## config.mk

```make
export PLATFORM = sky130hd
export DESIGN_NAME = mem_arbiter
export DESIGN_NICKNAME = d
export VERILOG_FILES = /design/src/rtl/mem_arbiter.sv
export SDC_FILE = /design/constraint.sdc
export NUM_CORES = 1
export LEC_CHECK = 0
export ABC_AREA = 1
export BUFFER_PORTS_ARGS = -buffer_cell sky130_fd_sc_hd__buf_4
export CORE_AREA = 2 2 538 540
export DETAILED_ROUTE_END_ITERATION = 6
export DIE_AREA = 0 0 540 542
export GPL_ROUTABILITY_DRIVEN = 0
export PLACE_DENSITY_LB_ADDON = 0.05
export SYNTH_ARGS = -nofsm -noshare
export SYNTH_HDL_FRONTEND = slang
export SYNTH_SLANG_ARGS = --single-unit
```

## constraint.sdc

```tcl
create_clock -name clk -period 26.1 [get_ports clk]
set_input_delay 5.22 -clock clk [delete_from_list [all_inputs] [get_ports clk]]
set_output_delay 5.22 -clock clk [all_outputs]
set_load 0.005 [all_outputs]
```

## src/rtl/mem_arbiter.sv

```systemverilog
// Two-requester line arbiter: serialises I-cache fetches and D-cache
// reads/write-backs onto one memory port, alternating under contention.
module mem_arbiter #(
  parameter int ADDR_W = 32,
  parameter int LINE_W = 256
) (
  input  logic              clk,
  input  logic              rst,
  input  logic              i_read,
  input  logic [ADDR_W-1:0] i_address,
  output logic [LINE_W-1:0] i_rdata,
  output logic              i_resp,
  input  logic              d_read,
  input  logic              d_write,
  input  logic [ADDR_W-1:0] d_address,
  input  logic [LINE_W-1:0] d_wdata,
  output logic [LINE_W-1:0] d_rdata,
  output logic              d_resp,
  output logic              mem_read,
  output logic              mem_write,
  output logic [ADDR_W-1:0] mem_address,
  output logic [LINE_W-1:0] mem_wdata,
  input  logic [LINE_W-1:0] mem_rdata,
  input  logic              mem_resp
);

  localparam logic [2:0] IDLE    = 3'd0;
  localparam logic [2:0] SERVE_I = 3'd1;
  localparam logic [2:0] SERVE_D = 3'd2;
  localparam logic [2:0] RESP_I  = 3'd3;
  localparam logic [2:0] RESP_D  = 3'd4;

  logic [2:0] state;
  logic       last_grant;
  logic       i_pend;
  logic       d_pend;
  logic       grant_d;

  // D wins contention unless it won the previous grant.
  assign i_pend  = i_read;
  assign d_pend  = d_read | d_write;
  assign grant_d = d_pend & (~i_pend | ~last_grant);

  always_ff @(posedge clk or posedge rst) begin
    if (rst) begin
      state       <= IDLE;
      last_grant  <= 1'b0;
      mem_read    <= 1'b0;
      mem_write   <= 1'b0;
      mem_address <= '0;
      mem_wdata   <= '0;
      i_rdata     <= '0;
      d_rdata     <= '0;
      i_resp      <= 1'b0;
      d_resp      <= 1'b0;
    end else begin
      i_resp <= 1'b0;
      d_resp <= 1'b0;
      case (state)
        IDLE: begin
          if (grant_d) begin
            // read+write together is treated as a write-back
            mem_write   <= d_write;
            mem_read    <= ~d_write;
            mem_address <= d_address;
            mem_wdata   <= d_wdata;
            last_grant  <= 1'b1;
            state       <= SERVE_D;
          end else if (i_pend) begin
            mem_write   <= 1'b0;
            mem_read    <= 1'b1;
            mem_address <= i_address;
            last_grant  <= 1'b0;
            state       <= SERVE_I;
          end
        end
        SERVE_I: begin
          if (mem_resp) begin
            mem_read  <= 1'b0;
            mem_write <= 1'b0;
            i_rdata   <= mem_rdata;
            i_resp    <= 1'b1;
            state     <= RESP_I;
          end
        end
        SERVE_D: begin
          if (mem_resp) begin
            mem_read  <= 1'b0;
            mem_write <= 1'b0;
            d_rdata   <= mem_rdata;
            d_resp    <= 1'b1;
            state     <= RESP_D;
          end
        end
        RESP_I, RESP_D: state <= IDLE;
        default:        state <= IDLE;
      endcase
    end
  end

endmodule

```

## Yosys cells after proc, flatten, opt, wreduce, memory -nomap -nowiden

Index checks and enable logic that the tools add are counted.

| word-level totals | value |
|---|---|
| register bits | 808 |
| output and inout port bits | 804 |
| word-level logic and storage cells | 50 |

| operators by class | value |
|---|---|
| multiplexer cells | 18 |
| eq/ne operators | 6 |
| bitwise gates (word level) | 6 |
| reduce and logical (&&, ||, !) cells | 10 |

Operator list:

| cell | number |
|---|---|
| $mux W32 | 2 |
| $mux W3 | 4 |
| $mux W1 | 9 |
| $pmux W3 S3 | 1 |
| $reduce_and A2 Y1 | 4 |
| $reduce_and A3 Y1 | 2 |
| $ne A2 B2 Y1 const B | 2 |
| $pmux W1 S2 | 2 |
| $reduce_bool A2 Y1 | 2 |
| $eq A3 B1 Y1 const B | 1 |
| $eq A3 B2 Y1 const B | 1 |
| $logic_not A3 Y1 | 1 |
| $ne A3 B3 Y1 const B | 1 |
| $not A1 Y1 | 3 |
| $ne A2 B1 Y1 const B | 1 |
| $or A1 B1 Y1 | 2 |
| $reduce_or A2 Y1 | 1 |
| $and A1 B1 Y1 | 1 |

## Logic depth before layout (Yosys ltp)

| depth | value |
|---|---|
| depth after elaboration | 5 |
| gate-level depth with buffers | 8 |

## Worst setup path after synthesis

Ideal clock, no wire load.

| timing path | value |
|---|---|
| kind | input -> register |
| start | input d_write |
| end | register last_grant |
| setup slack | 19938 ps |
| setup time | 127 ps |
| arrival | 6035 ps |
| buffers on the path | 2 |
| required time | 25973 ps |
| stages on the path | 6 |
| cell sequence | nor2_1 nor2_4 nand2_2 buf_4 buf_4 o21ai_0 |

| between the ends | value |
|---|---|
| cells in the longest elaborated chain, start to end | 4 |

Ends and longest elaborated chain:

| element | line | RTL |
|---|---|---|
| start, declared | 14 | `input logic d_write,` |
| $or A1 B1 Y1 (*) | 41 | `assign d_pend = d_read \| d_write;` |
| $and A1 B1 Y1 (*) | 42 | `assign grant_d = d_pend & (~i_pend \| ~last_grant);` |
| $reduce_bool A2 Y1 (no line) | -- |  |
| $reduce_and A2 Y1 (no line) | -- |  |
| end signal, assigned | 47 | `last_grant <= 1'b0;` |
| end signal, assigned | 67 | `last_grant <= 1'b1;` |
| end signal, assigned | 73 | `last_grant <= 1'b0;` |
| end, declared | 34 | `logic last_grant;` |

Every way passes the cells marked *; elsewhere a longest branch is shown, timed or not.
A chain may end at the register's enable or synchronous reset.

==> results.cfg <==
[finish]
drive_above_1_share_pct = 32.87
multiInputGateArea_um2 = 9766
fin_area_um2 = 49880
fin_util_pct = 17.39
final_common_cell = nand2_1
final_cell_mix = nand2_1 (1,681), buf_4 (1,420), dfrtp_1 (808), o21ai_0 (291), nand3_1 (258)
final.fill_count = 32440
fin_nets = 5417
area_delta_synth_final_pct = 58.25
regArea_um2 = 20220

[run_status]
outcome = finished, final reports clean

[sta]
finalSetupTns_ns = 0
worstMarginPinSlew_ns = 1.096
finalCritPeriodShare_pct = 31.53
max_freq_mhz = 121.5
setup_violations = 0
finalMaxSlewViolations = 0
slew_headroom_pct = 26.79
rsz0062_at_grt = no
final.min_clock_period_ns = 8.230
hold_viol_final = 0
timing.final.ws_setup_ns = 17.87
finClkSkew_ns = 0.05840

[synth]
synth_cells = 3517
synth-xor-area-share_pct = 0
syn_avg_cell_area_um2 = 8.963
synthSimpleGateAreaFrac_pct = 25.13
syn_area_um2 = 31520
ys_ff_latch = 808
ys_warn_count = 0
synthDistinctLibCells = 19
synth_compound_area_share_pct = 5.684
seq_area_frac_synth_pct = 64.14
synth_top_family_by_area = simple AND/OR/NAND/NOR gates
synth_mux_area_share_pct = 0
synthesis.nets = 4099
synthAdderAreaFrac_pct = 0

[flow_run]
maxCapViolCount = 0

[detailed_routing]
drt-wirelength-per-cell_um = 23.98
drc = 0
num_vias = 29300
first_pass_iters = 5
ant_nets = 0
routed_wirelength_mm = 209.4
drt_iter0_markers = 1298
via_per_inst = 3.356

[floorplanning]
core_area_um2 = 286900
die_w_um = 540
ios = 1386
die_area_um2 = 292700
die_h_um = 542
initial_core_util_pct = 10.99
rows = 197

[cts]
cts_hold_buf = 0
clk_pin_slew_worst_paths_ns = 0.06
cts_inserted_buffers = 121
cts_resized = 0
cts_tree = built
root_buffer = clkbuf_16
clock-sinks = 808
htree_levels = 3
post-cts-setup-buffer-count = 0
clk_latency_ns = 0.87
clk_path_buf_depth = 4

[placed_design]
port_buffers = 1385
place_area_um2 = 45900
hpwl_mm = 154.9
post-place-ws_ns = 16.65

[pwr]
combinationalPowerShare_pct = 40.5
swShare_pct = 39.72
pwr-share-seq_pct = 33.9
irDropWorstVdd_v = 0.00005051
power.leakage_nw = 25.54
p_int_mw = 3.907
power.switching_mw = 2.575
p_clk_share_pct = 25.7
power_density_nw_per_um2 = 129.9

[critical_path]
start_kind = input port
worstPathMaxFanout = 117
worstPathRequired_ns = 26.94
cp.arrival_ns = 9.07
path_class = in -> async
cp-end-kind = async pin

[global_route]
use_met1_pct = 14.43
grt_util_met2_pct = 23.73
grt_antenna_before_repair = 88
gr-usage-met3_pct = 7.983
grt_pass1_wl_mm = 282.6
grt_usage_pct = 13.85
grt_max_degree = 151
overflow = 0
busiest_layer = met2
grt_pass1_vias = 31180

[worst_hold_path]
hold_path_class = reg -> reg
synthesized netlist by cell type, drive strengths merged:
| cell | n | share of area, % |
|---|---|---|
| a21oi | 66 | 1.0 |
| buf | 150 | 2.8 |
| clkbuf | 80 | 0.95 |
| dfrtp | 808 | 64 |
| inv | 107 | 1.3 |
| nand2 | 1682 | 20 |
| nand3 | 260 | 4.2 |
| nand4 | 3 | 0.060 |
| nor2 | 69 | 0.88 |
| o21ai | 292 | 4.6 |
worst paths after layout:
kind                                                  from                         end  slack [ns]  depth (start not counted)
worst max-delay path                                   rst    d_rdata[119]$_DFFE_PP0P_       17.87                          6
worst min-delay path            mem_wdata[152]$_DFFE_PP0P_  mem_wdata[152]$_DFFE_PP0P_        0.47                          2
worst max register to register        state[1]$_DFFE_PP0P_    i_rdata[209]$_DFFE_PP0P_       21.71                          8
worst min register to register  mem_wdata[152]$_DFFE_PP0P_  mem_wdata[152]$_DFFE_PP0P_        0.47                          2
max in group clk                                  mem_resp    d_rdata[115]$_DFFE_PP0P_       18.30                          8
min in group asynchronous                              rst    mem_wdata[5]$_DFFE_PP0P_        4.65                          2
cell type report:
cell class | count | share of cell area (%)
Clock buffer | 186 | 7.241
Antenna cell | 28 | 0.1405
Clock inverter | 25 | 0.6020
Sequential cell | 808 | 40.53
Timing Repair Buffer | 1425 | 21.57
Multi-Input combinational cell | 2372 | 19.58
Inverter | 107 | 0.8528
Tap cell | 3781 | 9.484
flip-flops by register name (all words and copies together), names as in the netlist:
name / cells
i_resp: 1
mem_read: 1
d_rdata: 256
d_resp: 1
mem_write: 1
i_rdata: 256
last_grant: 1
state: 3
mem_wdata: 256
mem_address: 32
routing by layer:
layer  wire [µm]  share of wire, %
met4        5270               2.5
met3       25550                12
met2      101200                48
met1       76750                37
met5         633              0.30
power by group through the flow:
stage / clock, mW / combinational [mW] / sequential [mW]
6_report: 1.66 / 2.62 / 2.19
5_1_grt: 1.80 / 2.93 / 2.28
4_1_cts: 1.76 / 2.76 / 2.21
3_5_place_dp: 0 / 2.76 / 2.21
3_3_place_gp: 0 / 2.77 / 2.22
2_1_floorplan: 0 / 0.906 / 2.20
cells by family after synthesis:
logic type             Yosys count
AND/OR/NAND/NOR               2014
flip-flops                     808
AO/OA/AOI/OAI                  358
buffers and inverters          337
per-stage QoR:
stage               hold slack [ns]  cells  total power [mW]
floorplan                    0.4654   3517             3.105
global placement             0.4560   8493             4.989
detailed placement           0.4618   8493             4.973
CTS                          0.4749   8704             6.735
global route                 0.4881   8709             7.000
finish                       0.4680   8732             6.482
worst max-delay path: stages:
cell	delay (ns)
buf_4	0.12
clkinvlp_4	0.68
buf_4	0.63
buf_4	0.64
buf_12	0.58
buf_4	0.77
Power figures use the tool's default switching activity.
